<file path="src/rtl/adc_pkg.sv">
// ---------------------------------------------------------------------------
// adc_pkg
// Items shared by the ADC result averager and its sub-block:
//   ADC_DATA_W      - width of an ADC logic B conversion word
//   AVG_LOG2_MIN/MAX - legal range for the log2 frame length
//   avg_state_e     - averager control states
// ---------------------------------------------------------------------------
package adc_pkg;

  localparam int ADC_DATA_W   = 10;
  localparam int AVG_LOG2_MIN = 0;
  localparam int AVG_LOG2_MAX = 4;

  // IDLE  : averaging disabled, sample counter held at zero
  // ACCUM : collecting samples, no result waiting downstream
  // PEND  : collecting samples while a result waits on out_valid
  typedef enum logic [1:0] {
    IDLE  = 2'd0,
    ACCUM = 2'd1,
    PEND  = 2'd2
  } avg_state_e;

endpackage

</file>
<file path="src/rtl/adc_eoc_edge.sv">
// ---------------------------------------------------------------------------
// adc_eoc_edge
// Registered rising-edge detector for the ADC end-of-conversion level.
// A level held high yields one strobe. A level that is already high when
// reset releases is ignored until it has been seen low.
//   clk    - clock, rising edge
//   rst    - synchronous active-high reset
//   eoc    - end-of-conversion level
//   enable - gates the strobe
//   strobe - one-cycle pulse on a qualified 0->1 transition of eoc
// ---------------------------------------------------------------------------
module adc_eoc_edge (
  input  logic clk,
  input  logic rst,
  input  logic eoc,
  input  logic enable,
  output logic strobe
);

  logic eoc_q;
  logic blocked;

  // NOTE: state registers use non-blocking assignments so every flop
  // samples pre-edge values regardless of statement order.
  always_ff @(posedge clk) begin
    if (rst) begin
      eoc_q   <= 1'b0;
      // Arm only if eoc is low on the final reset edge; otherwise wait for
      // it to fall first so a stale conversion is not counted.
      blocked <= eoc;
    end else begin
      eoc_q <= eoc;
      if (!eoc) begin
        blocked <= 1'b0;
      end
    end
  end

  assign strobe = eoc & ~eoc_q & ~blocked & enable;

endmodule

</file>
<file path="src/rtl/adc_result_averager.sv">
// ---------------------------------------------------------------------------
// adc_result_averager
// Collects frames of 2**AVG_LOG2 ADC conversions and presents the truncated
// mean, minimum and maximum through a valid/ready output. A frame finishing
// while the previous result is still unaccepted is dropped and recorded in
// the sticky overrun flag (cleared while enable is low).
//   wb_clk_i  - clock, rising edge
//   wb_rst_i  - synchronous active-high reset
//   enable    - 1 = averaging active, 0 = discard partial frame
//   eoc       - end-of-conversion level; a 0->1 transition is one sample
//   b_in      - conversion result, stable while eoc is high
//   out_ready - downstream accepts when out_valid & out_ready
//   out_valid - a frame result is presented
//   avg_out   - frame mean, truncated
//   min_out   - smallest sample of the frame
//   max_out   - largest sample of the frame
//   overrun   - sticky: at least one completed frame was dropped
// ---------------------------------------------------------------------------
module adc_result_averager
  import adc_pkg::*;
#(
  parameter int DATA_W   = ADC_DATA_W,
  parameter int AVG_LOG2 = 2
) (
  input  logic              wb_clk_i,
  input  logic              wb_rst_i,
  input  logic              enable,
  input  logic              eoc,
  input  logic [DATA_W-1:0] b_in,
  input  logic              out_ready,
  output logic              out_valid,
  output logic [DATA_W-1:0] avg_out,
  output logic [DATA_W-1:0] min_out,
  output logic [DATA_W-1:0] max_out,
  output logic              overrun
);

  localparam int ACC_W = DATA_W + AVG_LOG2;
  localparam int CNT_W = AVG_LOG2 + 1;
  localparam logic [CNT_W-1:0] FRAME_LEN = CNT_W'(1) << AVG_LOG2;

  if (AVG_LOG2 < AVG_LOG2_MIN || AVG_LOG2 > AVG_LOG2_MAX) begin : g_bad_avg_log2
    $error("adc_result_averager: AVG_LOG2 out of legal range");
  end

  logic strobe;

  adc_eoc_edge u_eoc_edge (
    .clk    (wb_clk_i),
    .rst    (wb_rst_i),
    .eoc    (eoc),
    .enable (enable),
    .strobe (strobe)
  );

  avg_state_e        state;
  avg_state_e        state_next;
  logic [CNT_W-1:0]  count;
  logic [CNT_W-1:0]  cnt_inc;
  logic [ACC_W-1:0]  acc;
  logic [ACC_W-1:0]  acc_next;
  logic [DATA_W-1:0] min_q;
  logic [DATA_W-1:0] max_q;
  logic [DATA_W-1:0] min_next;
  logic [DATA_W-1:0] max_next;
  logic [DATA_W-1:0] avg_calc;
  logic              first;
  logic              frame_done;
  logic              handshake;
  logic              load_result;
  logic              drop_result;

  // Datapath: values the accumulator/min/max take if this edge captures,
  // which for the last sample of a frame are also the frame result.
  // NOTE: every signal assigned in always_comb gets a value on every path
  // (defaults first) so no latch is inferred.
  always_comb begin
    cnt_inc    = count + CNT_W'(1);
    first      = (count == '0);
    frame_done = strobe && (cnt_inc == FRAME_LEN);
    handshake  = out_valid && out_ready;

    acc_next = first ? ACC_W'(b_in) : acc + ACC_W'(b_in);
    min_next = (first || (b_in < min_q)) ? b_in : min_q;
    max_next = (first || (b_in > max_q)) ? b_in : max_q;
    avg_calc = DATA_W'(acc_next >> AVG_LOG2);

    // A finished frame may only replace the held result if that result is
    // absent or being accepted on this very edge.
    load_result = frame_done && (!out_valid || handshake);
    drop_result = frame_done && out_valid && !handshake;
  end

  // Control FSM: PEND tracks a result sitting on out_valid while enabled.
  always_comb begin
    state_next = state;
    if (!enable) begin
      state_next = IDLE;
    end else begin
      unique case (state)
        IDLE: begin
          // A result left pending across a disable period keeps its PEND
          // status when averaging resumes.
          if (load_result || (out_valid && !handshake)) begin
            state_next = PEND;
          end else begin
            state_next = ACCUM;
          end
        end
        ACCUM: begin
          if (frame_done) begin
            state_next = PEND;
          end
        end
        PEND: begin
          if (handshake && !frame_done) begin
            state_next = ACCUM;
          end
        end
        default: state_next = IDLE;
      endcase
    end
  end

  always_ff @(posedge wb_clk_i) begin
    if (wb_rst_i) begin
      state     <= IDLE;
      count     <= '0;
      acc       <= '0;
      min_q     <= '0;
      max_q     <= '0;
      out_valid <= 1'b0;
      avg_out   <= '0;
      min_out   <= '0;
      max_out   <= '0;
      overrun   <= 1'b0;
    end else begin
      state <= state_next;

      // Counter restarts on the completing edge so a back-to-back strobe
      // becomes the first sample of the next frame.
      if (!enable) begin
        count <= '0;
      end else if (strobe) begin
        count <= frame_done ? '0 : cnt_inc;
      end

      if (strobe) begin
        acc   <= acc_next;
        min_q <= min_next;
        max_q <= max_next;
      end

      if (load_result) begin
        out_valid <= 1'b1;
        avg_out   <= avg_calc;
        min_out   <= min_next;
        max_out   <= max_next;
      end else if (handshake) begin
        out_valid <= 1'b0;
      end

      if (!enable) begin
        overrun <= 1'b0;
      end else if (drop_result) begin
        overrun <= 1'b1;
      end
    end
  end

endmodule

</file>
<file path="config.mk">
export PLATFORM = sky130hd
export DESIGN_NAME = adc_result_averager
export DESIGN_NICKNAME = d
export VERILOG_FILES = /design/src/rtl/adc_pkg.sv /design/src/rtl/adc_eoc_edge.sv /design/src/rtl/adc_result_averager.sv
export SDC_FILE = /design/constraint.sdc
export NUM_CORES = 1
export LEC_CHECK = 0
export CORE_MARGIN = 2
export CORE_UTILIZATION = 50
export CTS_CLUSTER_SIZE = 40
export DETAILED_ROUTE_END_ITERATION = 8
export PLACE_DENSITY = 0.77
export RECOVER_POWER = 100
export SYNTH_ARGS = -nofsm -noshare
export SYNTH_HDL_FRONTEND = slang
export SYNTH_SLANG_ARGS = --single-unit
</file>
<file path="constraint.sdc">
create_clock -name wb_clk_i -period 2.3 [get_ports wb_clk_i]
set_clock_uncertainty 0.05 [all_clocks]
set_input_delay 0.46 -clock wb_clk_i [delete_from_list [all_inputs] [get_ports wb_clk_i]]
set_output_delay 0.46 -clock wb_clk_i [all_outputs]
set_load 0.02 [all_outputs]
</file>
After elaboration in Yosys (flattened, before gate mapping) --
Cells that the tools add are included.
Storage, ports and cells: output and inout bits 32, latch bits 0, memory bits (read-only) 0, memories 0, memory bits (writable) 0, register bits after elaboration 69, word-level logic and storage cells 44, input port bits 15
Cells by class: reductions and logical operators 13, order comparisons 2, add/sub/neg operators 2, bitwise operators 6, muxes and demuxes 8, equal/unequal tests 2, shifts and indexed selects 0, multipliers 0, divide/modulo/power cells 0
Operators by type and width (count):
- 10-bit 2-to-1 mux | 2
- 12-bit by 10-bit adder with 12-bit output | 1
- 12-bit 2-to-1 mux | 1
- 10-bit > comparator | 1
- 10-bit less-than comparator | 1
- 1-bit logical AND | 5
- 1-bit 2-to-1 mux | 4
- 3-bit by 1-bit adder with 3-bit output (second input constant) | 1
- 1-bit AND | 3
- 3-bit == test (second input constant) | 1
- 3-bit zero test | 1
- 1-bit logical OR | 3
- 3-bit 2-to-1 mux | 1
- 1-bit inverter | 3
- 1-bit zero test | 2
- 2-bit inequality test (second input constant) | 1
- 2-bit nonzero test | 1
- 2-bit OR reduction | 1

Longest topological paths before layout --
Gate-level depths: netlist (run 1).
depth in word-level cells 7, mapped depth 10, gate-level depth less buffers 9

Hierarchy --
A second synthesis (run 1) with hierarchy kept.
Second synthesis, totals: cells, all modules 460, area total of the unflattened synthesis 3952.5 um2
Modules (own cells, without submodules):
- adc_result_averager | area each 3871.2 um2, cells an instance 454, instances 1
- adc_eoc_edge | area each 81.3 um2, cells an instance 6, instances 1

Least setup slack after synthesis (run 1) --
Ideal clock, no wire load.
path kind input -> register, from in b_in[0], to reg avg_out[8], cell stages on the path 9, setup time 0.127 ns, data required time 2.123 ns, arrival 2.120 ns, path buffers 0, slack 0.003 ns, cell sequence ha_1 > inv_1 > fa_1 > nor2b_1 > o31a_1 > o22a_2 > a31oi_4 > and4bb_1 > or3_1
Between the ends: cells in the longest elaborated chain, start to end 2
RTL lines:
- start, declared | line adc_result_averager.sv:29 | input logic [DATA_W-1:0] b_in,
- 12-bit by 10-bit adder with 12-bit output | line adc_result_averager.sv:83 | acc_next = first ? ACC_W'(b_in) : acc + ACC_W'(b_in);
- 12-bit 2-to-1 mux | line adc_result_averager.sv:83
- end signal, assigned | line adc_result_averager.sv:156 | avg_out <= avg_calc;
- end, declared | line adc_result_averager.sv:32 | output logic [DATA_W-1:0] avg_out,
Every way passes these cells. A chain may end at the register's enable or synchronous reset.

Final worst setup path (run 1) --
from in b_in[1], to reg avg_out[9]
The elaborated chain is that of the path after synthesis.

==> results of run 1 <==
[path summary, 6_finish.rpt]
check                             endpoint  slack, ps  cells past startpoint
worst min register to register     overrun        430                      2
worst max register to register  max_out[0]         60                      9
worst max-delay path            avg_out[9]        -50                      9
worst min-delay path               overrun        430                      2
[through the flow]
stage	instance area (um^2)	hold WS [ps]	cells
after global placement	4770	408	622
final	5300	431	649
after global routing	5300	474	649
after floorplan	3830	399	442
after CTS	5100	439	642
after detailed placement	4770	424	622
[synth_stat cells, drive strengths merged, types with 5 or more instances]
| cell type | n |
|---|---|
| dfxtp | 68 |
| clkbuf | 13 |
| a211oi | 25 |
| ha | 32 |
| nand2b | 5 |
| nor3 | 8 |
| nor2 | 76 |
| nand3b | 9 |
| o221a | 10 |
| inv | 30 |
| buf | 11 |
| a21oi | 29 |
| nor2b | 5 |
| o21ai | 22 |
| mux2i | 26 |
| nand2 | 16 |
[per-layer routing]
layer / GRT usage (%) / vias to the layer above / share of wire (%)
met5: 0 / - / 0
li1: - / 1783 / -
met4: 12.9 / 0 / 3.7
met2: 41.3 / 148 / 48
met3: 5.73 / 34 / 6.3
met1: 32.1 / 1766 / 42
[worst register-to-register path, stage by stage, from the launching register on]
cell	delay, ps
dfxtp_2	350
inv_1	80
ha_4	250
a21oi_2	160
o21ai_2	100
buf_4	160
a2111oi_4	430
nor2_1	140
nand2_2	230
o221a_1	240
[repair_timing]
action,4_1_cts,5_1_grt
buffers inserted,4,4
resized for setup,31,40
hold buffers,0,0
setup endpoints to repair,52,33
gates cloned,0,3
pin swaps,12,17
[flip-flops by register name, summed over array words and instances, names as in the netlist]
name                count
acc                    12
avg_out                10
count                   3
max_out                10
max_q                  10
min_out                10
min_q                  10
out_valid               1
overrun                 1
u_eoc_edge.blocked      1
u_eoc_edge.eoc_q        1
[power by group]
| group | switching, mW | leakage, nW | internal [mW] |
|---|---|---|---|
| logic | 0.255 | 1.32 | 0.223 |
| registers | 0.0191 | 0.564 | 1.22 |
| clock network | 0.500 | 0.0985 | 0.609 |
[layout make-up]
cell class / count / area (um^2) / share of cell area, %
well taps: 99 / 124 / 2.34
flip-flops and latches: 69 / 1400 / 26.4
repair buffers: 116 / 996 / 18.8
clock buffers: 10 / 128 / 2.41
multi-input cells: 319 / 2450 / 46.3
clock inverters: 6 / 87.6 / 1.65
inverters: 30 / 113 / 2.12
[logic make-up after synthesis]
logic type               Yosys count
AO/OA/AOI/OAI                    109
XOR/XNOR                           6
adder cells (fa/ha/maj)           33
buffers and inverters             54
flip-flops                        69
multiplexers                      26
AND/OR/NAND/NOR                  145
==> flow_metrics.tcl, run 1 <==
set metrics [dict create \
    outcome "complete, but fails checks" \
    violations "setup timing" \
    clock_latency_ps 360 \
    ys_top_cells_by_area "dfxtp_1, ha_1, nor2_1" \
    finalSetupViolCount 1 \
    synth-compound-area-share_pct 19.8 \
    die_h_um 91.5 \
    setup_tns_ps -49.0 \
    ys.flop_type "dfxtp_1" \
    grt_antenna_before_repair 0 \
    clockBufferDepth 2 \
    crit_path_cell_trace "dlygate4sd2_1 > buf_4 > ha_1 > a21oi_1 > o211ai_1 > and4b_1 > nor2_1 > nor4bb_1 > nand3b_1" \
    timing.fmax_mhz 426 \
    yosysWarnings 0 \
    path_clk_slew_ps 70 \
    slew_viol_final 0 \
    cp.arrival_ps 2600 \
    dp_slack_ps -725 \
    ant_nets 0 \
    min_path_type "reg -> reg" \
    fillCellCount 517 \
    root_buffer "clkbuf_8" \
    grt_max_degree 30 \
    syn_area_um2 3830 \
    synth_top_cell_by_area "dfxtp_1" \
    cts_tree "built" \
    drive_gt1_share_pct 23.8 \
    synth_fa_ha_area_share_pct 11.0 \
    antennaDiodeCount 0 \
    max-cap-violations 0 \
    cellLeakagePower_nw 1.99 \
    synth_top_family_by_area "compound AO/OA/AOI/OAI gates" \
    worstMarginPinSlew_ps 534 \
    hold_viol_final 0 \
    gr-total-overflow 0 \
    crit_slowest_cell "ha_1" \
    areaGrowthSynthToFinish_pct 38.4 \
    period_share_pct 102 \
    synth_mux_area_share_pct 6.79 \
    crit_buf_inv 2 \
    final_cell_mix "nor2_1, dfxtp_1, buf_4" \
    numCtsBuffers 9 \
    gp_congestion 0.898 \
    slowest_delay_ps 300 \
    rsz0062_at_grt "yes" \
    nets 593 \
    grt_pass1_vias 3531 \
    clock_sinks 69 \
    power_density_nw_per_um2 534 \
    die-area_um2 8380 \
    start_util_pct 52.3 \
    io_buffer_count 46 \
    place_hpwl_um 7430 \
    hold_path.startpoint "overrun" \
    coreArea_um2 7330 \
    synth_seq_cells 69 \
    wl_per_cell_um 17.3 \
    synth_area_per_cell_um2 8.67 \
    period_minus_slack_ps 2350 \
    crit_family "simple AND/OR/NAND/NOR gates" \
    grt_pass1_wl_um 16800 \
    fin_util_pct 72.3 \
    crit_fanout 4 \
    chipWidth_um 91.5 \
    p_total_mw 2.83 \
    ys_seq_area_share_pct 36.3 \
    crit_start "b_in[1]" \
    synth_edf_count 1 \
    finalWirelength_um 11200 \
    synthXorXnorAreaFrac_pct 1.37 \
    fp-row-count 31 \
    cp-end-kind "flop" \
    relSlewSlack_pct 64.4 \
    r2r_start "max_q[3]" \
    htreeDepth 3 \
    fin_ws_ps -49.0 \
    netlist_instances 442 \
    ir_drop_v 0.000334 \
    num_io_pins 47 \
    num_vias 3731 \
    synth-simple-area-share_pct 18.7 \
    vias_per_cell 5.75 \
    final_common_cell "nor2_1" \
    syn-num-nets 490 \
    grt_util_all_layers_pct 25.6 \
    yosysUniqueCellTypes 57 \
    drc_errors 0 \
    synthArstFlopShare_pct 0 \
    drt_iter0_drc 432 \
    start_kind "primary input" \
    worstSetupPathType "in -> reg" \
    synth_top_area_share_pct 35.5 \
    drtPass1Iterations 5 \
    worst_ep_required_time_ps 2550 \
]
Note: power is estimated with default switching activity, not from simulation.
==> run 2: changes to the inputs <==
--- a/config.mk
+++ b/config.mk
@@ -6,11 +6,13 @@
 export NUM_CORES = 1
 export LEC_CHECK = 0
 export CORE_MARGIN = 2
-export CORE_UTILIZATION = 50
+export CORE_UTILIZATION = 62
+export CTS_BUF_LIST = sky130_fd_sc_hd__clkbuf_2 sky130_fd_sc_hd__clkbuf_4 sky130_fd_sc_hd__clkbuf_8
 export CTS_CLUSTER_SIZE = 40
 export DETAILED_ROUTE_END_ITERATION = 8
-export PLACE_DENSITY = 0.77
+export PLACE_DENSITY = 0.89
 export RECOVER_POWER = 100
 export SYNTH_ARGS = -nofsm -noshare
 export SYNTH_HDL_FRONTEND = slang
 export SYNTH_SLANG_ARGS = --single-unit
+export TNS_END_PERCENT = 5
==> constraint.sdc (replaced) <==
create_clock -name wb_clk_i -period 2.9 [get_ports wb_clk_i]
set_clock_uncertainty 0.05 [all_clocks]
set_input_delay 0.58 -clock wb_clk_i [delete_from_list [all_inputs] [get_ports wb_clk_i]]
set_output_delay 0.58 -clock wb_clk_i [all_outputs]
set_load 0.02 [all_outputs]
==> run 2 against run 1 <==
Effect of this change: the run now ends clean; combinational power decreased by 35%; die area decreased by 19%; worst hold slack improved by 14 ps; critical path depth increased by 1; flip-flop and latch count unchanged; clock-buffer cell count increased by 3; sequential share of layout area increased by 2.8 points; sequential power decreased by 20%; non-clock buffer count decreased by 28; first-iteration DRC count decreased by 7.9%; cell area decreased by 10%; critical path type unchanged; largest cell class unchanged; highest routed layer unchanged.
==> flow_metrics.tcl, run 2 (synthesis gave the netlist of run 1 again) <==
set metrics [dict create \
    cellLeakagePower_nw 1.91 \
    start_util_pct 64.3 \
    fp-row-count 28 \
    areaGrowthSynthToFinish_pct 24.4 \
    largest-register "acc" \
    largest_reg_flops 12 \
    fin_ws_ps 78.2 \
    nets 565 \
    power_density_nw_per_um2 435 \
    relSlewSlack_pct 31.2 \
    worstMarginPinSlew_ps 1030 \
    grt_pass1_vias 3536 \
    multi_input_area_um2 2210 \
    holdBufCountCts 0 \
    crit_fanout 4 \
    ant_nets 0 \
    wl_per_cell_um 17.3 \
    clock_latency_ps 360 \
    place_hpwl_um 7070 \
    grt_pass1_wl_um 16500 \
    final_common_cell "nor2_1" \
    drt_iter0_drc 398 \
    sequentialPowerShare_pct 47.5 \
    root_buffer "clkbuf_8" \
    worstSetupPathType "in -> reg" \
    cp-end-kind "flop" \
    dp_slack_ps -252 \
    finalWirelength_um 10300 \
    numCtsBuffers 9 \
    num_io_pins 47 \
    coreArea_um2 5960 \
    stdcell_area_um2 4770 \
    antennaDiodeCount 0 \
    grt_util_all_layers_pct 32.2 \
    io_buffer_count 46 \
    p_int_mw 1.54 \
    period_share_pct 97.3 \
    chipWidth_um 82.6 \
    grt_max_degree 49 \
    timing.fmax_mhz 354 \
    start_kind "primary input" \
    gp_congestion 0.857 \
    clock_sinks 69 \
    dp_cells 581 \
    max-cap-violations 0 \
    p_total_mw 2.08 \
    num_vias 3719 \
    path_clk_slew_ps 60 \
    die-area_um2 6820 \
    swShare_pct 25.9 \
    grt_antenna_before_repair 0 \
    finalSetupViolCount 0 \
    drc_errors 0 \
    vias_per_cell 6.24 \
    dpl_cell_area_um2 4600 \
    cts_tree "built" \
    postCtsSetupRepairBufs 0 \
    pwr-share-comb_pct 15.0 \
    power_frac_clock_pct 37.5 \
    cp.arrival_ps 3000 \
    hold_viol_final 0 \
    outcome "completed" \
    slew_viol_final 0 \
    die_h_um 82.6 \
    ir_drop_v 0.000314 \
    instances_no_fill 596 \
    drive_gt1_share_pct 12.3 \
    ff_latch_area_um2 1390 \
    period_minus_slack_ps 2820 \
    worst_ep_required_time_ps 3080 \
    htreeDepth 3 \
    gr-total-overflow 0 \
    fillCellCount 388 \
    final_cell_mix "nor2_1, dfxtp_1, dlygate4sd3_1, buf_4, ha_1" \
    min_path_type "reg -> reg" \
    drtPass1Iterations 5 \
    clockBufferDepth 2 \
    p_switching_mw 0.537 \
]
## run 2: power by group through the flow
stage / sequential [mW] / clock (mW) / combinational (mW)
2_1_floorplan: 1.00 / 0 / 0.180
3_3_place_gp: 1.00 / 0 / 0.286
3_5_place_dp: 1.01 / 0 / 0.302
4_1_cts: 0.985 / 0.783 / 0.309
5_1_grt: 0.987 / 0.827 / 0.341
6_report: 0.986 / 0.778 / 0.312
## run 2: path summary, 6_finish.rpt
check | endpoint | depth (start not counted) | from | slack, ps
max | max_q[8] | 10 | b_in[4] | 80
min | acc[1] | 2 | acc[1] | 440
max reg2reg | max_out[0] | 7 | count[0] | 460
min reg2reg | acc[1] | 2 | acc[1] | 440
## run 2: repair_timing
item	4_1_cts	5_1_grt
resized for setup	0	4
hold endpoints to repair	0	0
setup endpoints to repair	0	16
## run 2: critical path, cell delays in order
cell and delay [ps]:
clkdlybuf4s50_1 540, ha_1 370, nand4_1 160, a211oi_2 310, a2111oi_1 100, buf_4 150
nor3_1 250, clkbuf_2 240, mux2i_1 240, nor2_1 60
## run 2: per-stage QoR
| step | setup TNS [ps] | utilization, % | hold WS [ps] |
|---|---|---|---|
| finish | 0 | 80.0 | 445 |
| global route | -23.4 | 80.0 | 469 |
| CTS | 0 | 80.3 | 444 |
| detailed placement | -5830 | 77.2 | 433 |
| global placement | -2740 | 77.2 | 410 |
| floorplan | 0 | - | 399 |
## run 2: final cells by class
cell class                 instances  area share (%)
clock buffer                      13            3.23
tap                               75            1.97
multi-input combinational        319            46.4
sequential                        69            29.2
clock inverter                     2           0.735
timing repair buffer              88            16.1
inverter                          30            2.36
## run 2: routing by layer
layer	routed length, um	track usage [%]
met5	0	0
met4	527	19.8
met3	832	6.74
met2	4870	52.2
met1	4060	38.9
